--- src/rtl/bus_dma_copy.sv ---
// Word-copy DMA engine: register-programmed responder port plus a single-outstanding bus host
// that reads a source region and writes it to a destination region.
module bus_dma_copy #(
  parameter int unsigned DataWidth    = 32,
  parameter int unsigned AddressWidth = 32
) (
  input  logic                    clk_i,
  input  logic                    rst_ni,
  input  logic                    dev_req_i,
  input  logic                    dev_we_i,
  input  logic [3:0]              dev_be_i,
  input  logic [AddressWidth-1:0] dev_addr_i,
  input  logic [DataWidth-1:0]    dev_wdata_i,
  output logic                    dev_rvalid_o,
  output logic [DataWidth-1:0]    dev_rdata_o,
  output logic                    dev_err_o,
  output logic                    host_req_o,
  input  logic                    host_gnt_i,
  output logic [AddressWidth-1:0] host_addr_o,
  output logic                    host_we_o,
  output logic [3:0]              host_be_o,
  output logic [DataWidth-1:0]    host_wdata_o,
  input  logic                    host_rvalid_i,
  input  logic [DataWidth-1:0]    host_rdata_i,
  input  logic                    host_err_i,
  output logic                    dma_intr_o
);

  typedef enum logic [2:0] {StIdle, StRdReq, StRdWait, StWrReq, StWrWait} state_e;

  localparam logic [7:0] OffSrc    = 8'h00;
  localparam logic [7:0] OffDst    = 8'h01;
  localparam logic [7:0] OffLen    = 8'h02;
  localparam logic [7:0] OffCtrl   = 8'h03;
  localparam logic [7:0] OffStatus = 8'h04;

  state_e                  state_q, state_d;
  logic [AddressWidth-1:0] src_q, src_d, dst_q, dst_d;
  logic [31:0]             len_q, len_d;
  logic [DataWidth-1:0]    buf_q, buf_d;
  logic                    irq_en_q, irq_en_d, done_q, done_d, err_q, err_d;
  logic                    rvalid_q, derr_q, derr_d, intr_q;
  logic [DataWidth-1:0]    rdata_q, rdata_d;

  logic [7:0] off;
  logic       busy, wr, start;
  logic       unused_bits;

  assign off   = dev_addr_i[9:2];
  assign busy  = (state_q != StIdle);
  assign wr    = dev_req_i & dev_we_i;
  assign start = wr & (off == OffCtrl) & dev_wdata_i[0] & ~busy;
  assign unused_bits = ^{dev_be_i, dev_addr_i[AddressWidth-1:10], dev_addr_i[1:0]};

  // Register read mux; values are sampled live so progress is visible mid-transfer.
  always_comb begin
    rdata_d = '0;
    derr_d  = dev_req_i & (off > OffStatus);
    if (dev_req_i && !dev_we_i) begin
      unique case (off)
        OffSrc:    rdata_d = DataWidth'(src_q);
        OffDst:    rdata_d = DataWidth'(dst_q);
        OffLen:    rdata_d = DataWidth'(len_q);
        OffCtrl:   rdata_d = {{(DataWidth-2){1'b0}}, irq_en_q, 1'b0};
        OffStatus: rdata_d = {{(DataWidth-3){1'b0}}, err_q, done_q, busy};
        default:   rdata_d = '0;
      endcase
    end
  end

  always_comb begin
    state_d  = state_q;
    src_d    = src_q;
    dst_d    = dst_q;
    len_d    = len_q;
    buf_d    = buf_q;
    irq_en_d = irq_en_q;
    done_d   = done_q;
    err_d    = err_q;

    if (wr) begin
      unique case (off)
        OffSrc:    if (!busy) src_d = {dev_wdata_i[AddressWidth-1:2], 2'b00};
        OffDst:    if (!busy) dst_d = {dev_wdata_i[AddressWidth-1:2], 2'b00};
        OffLen:    if (!busy) len_d = dev_wdata_i[31:0];
        OffCtrl:   irq_en_d = dev_wdata_i[1];
        OffStatus: begin
          if (dev_wdata_i[1]) done_d = 1'b0;
          if (dev_wdata_i[2]) err_d  = 1'b0;
        end
        default: ;
      endcase
    end

    // Hardware sets below override a same-cycle W1C above.
    unique case (state_q)
      StIdle: begin
        if (start) begin
          if (len_q != 32'd0) begin
            done_d  = 1'b0;
            err_d   = 1'b0;
            state_d = StRdReq;
          end else begin
            done_d = 1'b1;
          end
        end
      end
      StRdReq: if (host_gnt_i) state_d = StRdWait;
      StRdWait: begin
        if (host_rvalid_i) begin
          buf_d = host_rdata_i;
          if (host_err_i) begin
            err_d   = 1'b1;
            state_d = StIdle;
          end else begin
            state_d = StWrReq;
          end
        end
      end
      StWrReq: if (host_gnt_i) state_d = StWrWait;
      StWrWait: begin
        if (host_rvalid_i) begin
          if (host_err_i) begin
            err_d   = 1'b1;
            state_d = StIdle;
          end else begin
            src_d = src_q + AddressWidth'(4);
            dst_d = dst_q + AddressWidth'(4);
            len_d = len_q - 32'd1;
            if (len_q == 32'd1) begin
              done_d  = 1'b1;
              state_d = StIdle;
            end else begin
              state_d = StRdReq;
            end
          end
        end
      end
      default: state_d = StIdle;
    endcase
  end

  always_ff @(posedge clk_i or negedge rst_ni) begin
    if (!rst_ni) begin
      state_q  <= StIdle;
      src_q    <= '0;
      dst_q    <= '0;
      len_q    <= '0;
      buf_q    <= '0;
      irq_en_q <= 1'b0;
      done_q   <= 1'b0;
      err_q    <= 1'b0;
      rvalid_q <= 1'b0;
      rdata_q  <= '0;
      derr_q   <= 1'b0;
      intr_q   <= 1'b0;
    end else begin
      state_q  <= state_d;
      src_q    <= src_d;
      dst_q    <= dst_d;
      len_q    <= len_d;
      buf_q    <= buf_d;
      irq_en_q <= irq_en_d;
      done_q   <= done_d;
      err_q    <= err_d;
      rvalid_q <= dev_req_i;
      rdata_q  <= rdata_d;
      derr_q   <= derr_d;
      intr_q   <= (done_q | err_q) & irq_en_q;
    end
  end

  assign dev_rvalid_o = rvalid_q;
  assign dev_rdata_o  = rdata_q;
  assign dev_err_o    = derr_q;
  assign dma_intr_o   = intr_q;

  // Bus request decodes straight from the state flop so an async reset drops it at once.
  assign host_req_o   = (state_q == StRdReq) | (state_q == StWrReq);
  assign host_we_o    = (state_q == StWrReq);
  assign host_be_o    = host_req_o ? 4'hF : 4'h0;
  assign host_addr_o  = (state_q == StWrReq) ? dst_q : ((state_q == StRdReq) ? src_q : '0);
  assign host_wdata_o = host_we_o ? buf_q : '0;

endmodule

--- config.mk ---
export PLATFORM = sky130hd
export DESIGN_NAME = bus_dma_copy
export DESIGN_NICKNAME = d
export VERILOG_FILES = /design/src/rtl/bus_dma_copy.sv
export SDC_FILE = /design/constraint.sdc
export NUM_CORES = 1
export LEC_CHECK = 0
export ABC_AREA = 1
export CAP_MARGIN = 20
export CORE_UTILIZATION = 55
export CTS_CLUSTER_DIAMETER = 60
export DETAILED_ROUTE_END_ITERATION = 8
export HOLD_SLACK_MARGIN = 0.08
export PLACE_DENSITY = 0.81
export SKIP_CTS_REPAIR_TIMING = 1
export SLEW_MARGIN = 20
export SYNTH_ARGS = -nofsm -noshare
export SYNTH_HDL_FRONTEND = slang
export SYNTH_SLANG_ARGS = --single-unit
export TNS_END_PERCENT = 30
--- constraint.sdc ---
create_clock -name clk_i -period 2.95 [get_ports clk_i]
set_input_delay 0.59 -clock clk_i [delete_from_list [all_inputs] [get_ports clk_i]]
set_output_delay 0.59 -clock clk_i [all_outputs]
set_load 0.01 [all_outputs]
==> results of run 1 <==
cells by family after synthesis:
group / count (synthesis) / synth area share
adders and majority gates: 4 / 0.00447
xor gates and xnor gates: 12 / 0.00939
and+or+nand+nor: 872 / 0.335
DFF: 169 / 0.378
AOI/OAI and AO/OA: 324 / 0.157
buffers and inverters: 311 / 0.116
flip-flops by register name (all words and copies together), names as in the netlist:
name	flops
dev_rvalid_o	1
dma_intr_o	1
done_q	1
err_q	1
dst_q	32
dev_rdata_o	32
buf_q	32
len_q	32
state_q	3
irq_en_q	1
dev_err_o	1
src_q	32
layer usage:
layer	up-vias	global-route usage	wire (um)
met1	5640	0.533	16300
met3	135	0.0576	4040
met5	-	0	0
met2	790	0.608	17900
li1	5763	-	-
met4	0	0.238	2440
metrics by stage:
step	instance area, um2	hold WS (ns)	setup slack, ns	utilization
after floorplan	11200	0.294	0.885	-
after global placement	13200	0.486	0.370	0.672
after detailed placement	13200	0.503	0.324	0.672
after CTS	13800	0.0924	-0.163	0.702
after global routing	13900	0.103	0.000675	0.705
final	13900	0.0701	0.0288	0.705
cell usage after synthesis, drive strengths merged:
master,n,area share
nand3,141,0.066
ha,4,0.0045
clkinv,1,0.00045
nor3b,1,0.00067
o21ai,116,0.052
a21oi,118,0.053
a31oi,18,0.010
o22ai,57,0.032
nand3b,5,0.0034
nand2,392,0.14
buf,52,0.029
o21a,1,0.00067
o211ai,11,0.0078
nor4,1,0.00056
nor3,8,0.0040
nand4,22,0.012
inv,241,0.081
dfrtp,169,0.38
nor2,301,0.11
a211oi,1,0.00067
clkbuf,17,0.0058
and2,1,0.00056
a22oi,2,0.0013
xor2,12,0.0094
power groups by stage:
stage / Combinational [uW] / Sequential [uW] / Clock (uW)
6_report: 4890 / 3740 / 2280
5_1_grt: 5410 / 3820 / 2370
4_1_cts: 4760 / 3700 / 2280
3_5_place_dp: 4710 / 3740 / 0
3_3_place_gp: 4620 / 3720 / 0
2_1_floorplan: 2980 / 3520 / 0
worst max-delay path by stage:
stage / depth (start not counted) / start / slack (ns) / to
after floorplan: 4 / state_q[2] / 0.89 / host_addr_o[0]
after global placement: 6 / state_q[2] / 0.37 / host_addr_o[31]
after detailed placement: 6 / state_q[2] / 0.32 / host_addr_o[31]
after CTS: 6 / state_q[2] / -0.16 / host_addr_o[31]
after global routing: 7 / state_q[0] / 0.0007 / host_addr_o[31]
final: 5 / state_q[2] / 0.03 / host_addr_o[9]
final cells by class:
| type | instances | share of cell area |
|---|---|---|
| timing repair buffer | 206 | 0.152 |
| sequential | 169 | 0.305 |
| tap | 265 | 0.0239 |
| clock buffer | 18 | 0.0316 |
| clock inverter | 14 | 0.0113 |
| inverter | 242 | 0.0655 |
| multi-input combinational | 1212 | 0.411 |
==> run summary, run 1 <==
Power per cell area - 785 mW/mm2
Die X-Extent - 145 um
HPWL after detailed placement - 30100 um
Core area - 0.0197 mm2
Peak VDD IR - 0.431 mV
# port buffers - 183
Clock transition at path regs - 0.07 ns
Worst path buffer plus inverter count - 2
Fmax achieved - 342 MHz
Measured slew at the worst slew-check pin - 0.613 ns
Register area - 0.00423 mm2
Area grow syn2layout - 24.1%
Vias - 12328
Critical path class - reg2out
Commonest non-fill, non-tap cell in the layout - nand2_1
HP Class - in2async
Remaining global-route overflow - 0
First-pass GRT wire length - 61800 um
CTS Buf Count - 17
Total power - 10900 uW
Routed WL - 40700 um
Post-synth net total - 1803
Finished Layout Cells - 2126
Mapped Avg Cell Area - 6.61 um2
Number of DRC markers in iteration 0 - 1484
Mapped Area - 0.0112 mm2
Vias/cell - 5.80
FF-to-FF path depth - 10
# IOs - 212
Clk root buf - clkbuf_16
Largest net degree at the start of global routing - 73
# diodes - 0
Initial antenna violation count - 0
RR Startpoint - len_q[10]
Cells after synthesis - 1692
NetSw - 4880 uW
Total GRT Usage - 0.397
Area of the multi-input gates - 0.00572 mm2
Sequential power share - 0.343
Worst Path Required - 2.36 ns
Int Pwr - 6040 uW
Clk sink count - 169
Die area - 0.0209 mm2
Comb power frac - 0.448
Maximum buffer depth of the clock tree - 2
Static leakage power - 0.00676 uW
Seq cells post-synth - 169
Setup crit start kind - register
TNS Setup - 0 ns
Rows - 51
CP peak stage delay - 0.61 ns
CP cell instances - nor2_4 -> nand2_4 -> buf_12 -> o22ai_1 -> clkdlybuf4s50_1
Wire per inst - 19.2 um
Final min period - 2.92 ns
Crit share post-route - 0.990
CP max stage cell - clkdlybuf4s50_1
Placed cells - 2094
Reg2reg end - state_q[0]
Nets - 1959
Crit path max-delay family - buffers and inverters
Max transition margin - 0.591
CTS tree - done
Residual DRC - 0
Router iterations before antenna repair - 6
Most frequent cells in the layout - nand2_1 (379), nor2_1 (276), inv_1 (228), clkdlybuf4s50_1 (182), dfrtp_1 (167)
Critical Path Fanout Max - 23
MaxCap Viol Count - 0
Clk pwr share - 0.209
Clk_lat worst skew - 0.45 ns
# setup viols final - 0
Ys Warns - 0
Sequential share of the synthesized area - 0.378
Global placer's final weighted congestion - 0.984
RSZ-0062 raised after global routing - no
Layout cell share with drive strength beyond 1 - 0.0656
Hold Fails Final Rpt - 0
Initial core utilization - 0.568
Status - finished, final reports clean
Number of H-tree levels - 4
Fraction of power spent switching nets - 0.447
Post-DRT Antenna Nets - 0
Distinct cells, synth - 39
Critical Path AT - 2.33 ns
Vias in the first global route - 11185
Max Clock Skew - 0.0162 ns
Fillers - 1672
Crit. End Element - output port
R2R Setup Slk - 0.87 ns
Max-slew violation count - 0
Chip height - 145 um
Power figures use the tool's default switching activity.
==> run 2: changes to the inputs <==
--- a/config.mk
+++ b/config.mk
@@ -9,9 +9,11 @@
 export CAP_MARGIN = 20
 export CORE_UTILIZATION = 55
 export CTS_CLUSTER_DIAMETER = 60
+export CTS_CLUSTER_SIZE = 8
 export DETAILED_ROUTE_END_ITERATION = 8
 export HOLD_SLACK_MARGIN = 0.08
 export PLACE_DENSITY = 0.81
+export RECOVER_POWER = 25
 export SKIP_CTS_REPAIR_TIMING = 1
 export SLEW_MARGIN = 20
 export SYNTH_ARGS = -nofsm -noshare
==> run summary, run 2 (same netlist as run 1, synthesis figures left out) <==
Status - complete, but fails checks
Failing checks - max-capacitance violations, max-slew violations
Power per cell area - 786 mW/mm2 (about the same)
HPWL after detailed placement - 30100 um (unchanged)
Initial antenna violation count - 0 (unchanged)
CP peak stage delay - 0.61 ns (about the same)
Vias/cell - 5.79 (about the same)
Most frequent cells in the layout - nand2_1 (379), nor2_1 (276), inv_1 (228), clkdlybuf4s50_1 (181), dfrtp_1 (167)
Global-route met1 utilization - 0.533 (unchanged)
Final instance area - 0.0139 mm2 (about the same)
Post-DRT Antenna Nets - 0 (unchanged)
Total GRT Usage - 0.397 (unchanged)
Routed WL - 40700 um (about the same)
Measured slew at the worst slew-check pin - 2.26 ns (+1.64 ns)
# setup viols final - 0 (unchanged)
Global placer's final weighted congestion - 0.984 (unchanged)
Area grow syn2layout - 24.0% (about the same)
Nets - 1959 (unchanged)
Fillers - 1673 (+0.060%)
Critical Path AT - 2.33 ns (about the same)
Final hold slack - 0.514 ns (+0.444 ns)
# IOs - 212 (unchanged)
Placed cells - 2094 (unchanged)
M3 GR Usage - 0.0576 (unchanged)
Chip height - 145 um (unchanged)
Clk root buf - clkbuf_16
Remaining global-route overflow - 0 (unchanged)
Rows - 51 (unchanged)
Worst hold stages - 2
Static leakage power - 0.00675 uW (about the same)
Initial core utilization - 0.568 (unchanged)
Residual DRC - 0 (unchanged)
Vias in the first global route - 11185 (unchanged)
GR peak layer - met2
Die area - 0.0209 mm2 (unchanged)
Clock transition at path regs - 0.07 ns (about the same)
# port buffers - 183 (unchanged)
Critical path class - reg2out
First-pass GRT wire length - 61800 um (unchanged)
Max Clock Skew - 0.0162 ns (-0.0000302 ns)
MaxCap Viol Count - 1 (+1)
Die X-Extent - 145 um (unchanged)
Commonest non-fill, non-tap cell in the layout - nand2_1
RSZ-0062 raised after global routing - no
Setup crit start kind - register
Largest net degree at the start of global routing - 73 (unchanged)
Number of DRC markers in iteration 0 - 1484 (unchanged)
Met2 usage in global routing - 0.608 (unchanged)
Critical Path Fanout Max - 23 (unchanged)
Number of H-tree levels - 4 (unchanged)
Router iterations before antenna repair - 6 (unchanged)
Clk_lat worst skew - 0.45 ns (about the same)
CP cell instances - nor2_4 -> nand2_4 -> buf_12 -> o22ai_1 -> clkdlybuf4s50_1
Maximum buffer depth of the clock tree - 2 (unchanged)
Peak VDD IR - 0.432 mV (about the same)
FF-to-FF path depth - 10 (unchanged)
TNS Setup - 0 ns (unchanged)
Wire per inst - 19.1 um (about the same)
Crit share post-route - 0.990 (about the same)
Core area - 0.0197 mm2 (unchanged)
Max-slew violation count - 45 (+45)
CTS Buf Count - 17 (unchanged)
Hold Fails Final Rpt - 0 (unchanged)
HP Class - reg2reg
Final min period - 2.92 ns (-0.000347 ns)
Max transition margin - -0.504 (-1.10)
CTS tree - done
CP max stage cell - clkdlybuf4s50_1
Post-DP Area - 0.0132 mm2 (unchanged)
# diodes - 0 (unchanged)
Clk sink count - 169 (unchanged)
Worst Path Required - 2.36 ns (about the same)
Fmax achieved - 342 MHz (about the same)
Vias - 12316 (-0.097%)
Layout cell share with drive strength beyond 1 - 0.0650 (-0.000537)
Finished Layout Cells - 2126 (unchanged)
Crit. End Element - output port
Final core utilization - 0.704 (about the same)
run 2: changes by cell type in the layout (fill, tap and decap cells not counted), sizes merged:
cell	previous run	this run
clkdlybuf4s50	182	181
buf	24	23
dlygate4sd3	0	1
dlygate4sd2	0	1
run 2: worst paths after layout:
kind | startpoint | end | slack, ns
max | state_q[2] | host_addr_o[9] | 0.03
min | buf_q[29] | buf_q[29] | 0.51
max reg2reg | len_q[10] | state_q[0] | 0.87
min reg2reg | buf_q[29] | buf_q[29] | 0.51
max in group asynchronous | rst_ni | dev_rdata_o[16] | 0.43
min in group asynchronous | rst_ni | len_q[2] | 0.94
run 2: area by class of cell:
type	count	area (um2)	share of cell area
multi-input cells	1212	5720	0.412
clock buffers	18	439	0.0316
flip-flops and latches	169	4230	0.305
clock inverters	14	158	0.0114
repair buffers	206	2100	0.151
inverters	242	910	0.0655
well taps	265	332	0.0239
run 2: routing by layer:
layer | routed length, um | up-vias
met4 | 2400 | 0
met1 | 16300 | 5647
met5 | 0 | -
met2 | 17900 | 774
met3 | 4020 | 132
li1 | - | 5763
run 2: power by group:
group | internal (uW) | switching, uW | leakage (uW)
clock network | 1150 | 1130 | 0.000284
registers | 3000 | 739 | 0.00197
logic | 1880 | 3010 | 0.00449
run 2: per-stage QoR:
stage | total power, uW | setup slack (ns)
4_1_cts | 10700 | -0.163
3_3_place_gp | 8340 | 0.370
3_5_place_dp | 8450 | 0.324
6_report | 10900 | 0.0291
2_1_floorplan | 6500 | 0.885
5_1_grt | 11600 | 0.000675
run 2: worst max-delay path, delay by kind of cell, from the launching register on:
family,cells,cell delay (ns)
simple gates,2,0.34
compound gates,1,0.24
flops,1,0.49
buf+inv,2,0.81
==> run 3: changes to the inputs <==
--- a/config.mk
+++ b/config.mk
@@ -6,15 +6,15 @@
 export NUM_CORES = 1
 export LEC_CHECK = 0
 export ABC_AREA = 1
-export CAP_MARGIN = 20
 export CORE_UTILIZATION = 55
 export CTS_CLUSTER_DIAMETER = 60
 export CTS_CLUSTER_SIZE = 8
 export DETAILED_ROUTE_END_ITERATION = 8
 export HOLD_SLACK_MARGIN = 0.08
-export PLACE_DENSITY = 0.81
+export PLACE_DENSITY = 0.82
 export RECOVER_POWER = 25
 export SKIP_CTS_REPAIR_TIMING = 1
+export SKIP_LAST_GASP = 1
 export SLEW_MARGIN = 20
 export SYNTH_ARGS = -nofsm -noshare
 export SYNTH_HDL_FRONTEND = slang
==> run summary, run 3 (same netlist as run 1, synthesis figures left out) <==
Placed cells - 2097 (+0.14%)
Peak VDD IR - 0.452 mV (+4.8%)
Critical Path AT - 2.44 ns (+0.11 ns)
Worst Path Required - 2.36 ns (about the same)
First-pass GRT wire length - 61800 um (about the same)
M3 GR Usage - 0.0717 (+0.0141)
CTS tree - done
Power per cell area - 793 mW/mm2 (+0.98%)
Nets - 1962 (+0.15%)
Hold Fails Final Rpt - 0 (unchanged)
Vias in the first global route - 11078 (-0.96%)
MaxCap Viol Count - 1 (unchanged)
RSZ-0062 raised after global routing - yes
# setup viols final - 6 (+6)
Max transition margin - -0.0734 (+0.431)
Crit. End Element - output port
Initial antenna violation count - 0 (unchanged)
Global placer's final weighted congestion - 1.01 (+3.0%)
Global-route met1 utilization - 0.523 (-0.00965)
Max-slew violation count - 60 (+33%)
Layout cell share with drive strength beyond 1 - 0.0660 (+0.000968)
Total GRT Usage - 0.396 (-0.000925)
NetSw - 4920 uW (+0.89%)
Int Pwr - 6120 uW (+1.4%)
Chip height - 145 um (unchanged)
Fin worst setup slack - -0.0815 ns (-0.111 ns)
# diodes - 0 (unchanged)
Critical Path Fanout Max - 31 (+35%)
Failing checks - max-capacitance violations, max-slew violations, negative setup slack
Largest net degree at the start of global routing - 79 (+8.2%)
Fmax achieved - 330 MHz (-3.7%)
CTS Buf Count - 17 (unchanged)
Post-DP Area - 0.0133 mm2 (+0.17%)
Die area - 0.0209 mm2 (unchanged)
Maximum buffer depth of the clock tree - 2 (unchanged)
Die X-Extent - 145 um (unchanged)
Residual DRC - 0 (unchanged)
Wire per inst - 19.1 um (-0.22%)
Most frequent cells in the layout - nand2_1 (379), nor2_1 (276), inv_1 (228), clkdlybuf4s50_1 (181), dfrtp_1 (168)
Sequential power share - 0.340 (-0.003)
Status - complete, but fails checks
Measured slew at the worst slew-check pin - 1.61 ns (-0.646 ns)
TNS Setup - -0.201 ns (-0.201 ns)
Clk sink count - 169 (unchanged)
Static leakage power - 0.00676 uW (+0.15%)
Setup crit start kind - register
Clock transition at path regs - 0.07 ns (about the same)
Routed WL - 40700 um (about the same)
Critical path class - reg2out
Router iterations before antenna repair - 6 (unchanged)
Remaining global-route overflow - 0 (unchanged)
Crit share post-route - 1.03 (+0.0375)
Comb power frac - 0.447 (about the same)
Clk pwr share - 0.213 (+0.004)
HP Class - in2async
Final min period - 3.03 ns (+0.111 ns)
Max Clock Skew - 0.0125 ns (-0.00369 ns)
Final instance area - 0.0139 mm2 (+0.17%)
Core area - 0.0197 mm2 (unchanged)
GR peak layer - met2
Vias - 12414 (+0.80%)
Commonest non-fill, non-tap cell in the layout - nand2_1
HPWL after detailed placement - 30400 um (+0.88%)
Finished Layout Cells - 2129 (+0.14%)
Clk_lat worst skew - 0.44 ns (about the same)
Final core utilization - 0.705 (+0.00121)
Met2 usage in global routing - 0.610 (+0.00253)
# IOs - 212 (unchanged)
Area grow syn2layout - 24.3%
Fraction of power spent switching nets - 0.446 (-0.00114)
Number of DRC markers in iteration 0 - 1384 (-6.7%)
Rows - 51 (unchanged)
Initial core utilization - 0.568 (unchanged)
Vias/cell - 5.83 (+0.65%)
Post-DRT Antenna Nets - 0 (unchanged)
# port buffers - 183 (unchanged)
Clk root buf - clkbuf_16
Number of H-tree levels - 4 (unchanged)
-- run 3: changes by cell type in the layout (fill, tap and decap cells not counted), sizes merged --
| cell | before | now |
|---|---|---|
| buf | 23 | 24 |
| inv | 245 | 247 |
| clkinvlp | 2 | 1 |
| dlygate4sd2 | 1 | 0 |
| clkinv | 9 | 7 |
| clkbuf | 18 | 21 |
| bufinv | 0 | 1 |
-- run 3: per-layer routing --
layer | up-vias | wire (um) | share of wire
li1 | 5775 | - | -
met1 | 5704 | 16200 | 0.40
met2 | 781 | 17900 | 0.44
met3 | 154 | 4220 | 0.10
met4 | 0 | 2430 | 0.060
met5 | - | 0 | 0
-- run 3: final timing paths --
path,cells after the start,startpoint,slack [ns],end
worst max-delay path,6,state_q[0],-0.08,host_addr_o[16]
worst min-delay path,1,rst_ni,0.51,dev_err_o
worst max register to register,9,len_q[10],0.84,state_q[1]
worst min register to register,2,buf_q[8],0.52,buf_q[8]
max in group asynchronous,2,rst_ni,0.73,state_q[0]
min in group clk_i,2,buf_q[8],0.52,buf_q[8]
-- run 3: cell type report --
| class | count | area, um2 |
|---|---|---|
| sequential | 169 | 4230 |
| multi-input combinational | 1212 | 5720 |
| clock inverter | 14 | 178 |
| fill | 1699 | 5810 |
| clock buffer | 18 | 439 |
| timing repair buffer | 209 | 2100 |
| inverter | 242 | 910 |
| tap | 265 | 332 |
-- run 3: metrics by stage --
| stage | hold WS [ns] | worst slack [ns] | power [uW] |
|---|---|---|---|
| 2_1_floorplan | 0.294 | 0.885 | 6500 |
| 3_3_place_gp | 0.483 | 0.274 | 8370 |
| 3_5_place_dp | 0.499 | 0.239 | 8480 |
| 4_1_cts | 0.144 | -0.228 | 10900 |
| 5_1_grt | 0.535 | -0.0788 | 11700 |
| 6_report | 0.514 | -0.0815 | 11000 |
-- run 3: power by group through the flow --
| stage | sequential (uW) | combinational (uW) | clock (uW) |
|---|---|---|---|
| CTS | 3700 | 4800 | 2350 |
| global route | 3840 | 5420 | 2440 |
| detailed placement | 3740 | 4750 | 0 |
| global placement | 3720 | 4650 | 0 |
| floorplan | 3520 | 2980 | 0 |
| finish | 3750 | 4940 | 2350 |
-- run 3: worst max-delay path, stage by stage, from the launching register on --
cell and delay (ns):
dfrtp_2 0.46, inv_2 0.09, nor2_1 0.14, nand2_1 0.07, buf_4 0.25, o22ai_1 0.35, clkdlybuf4s50_1 0.61
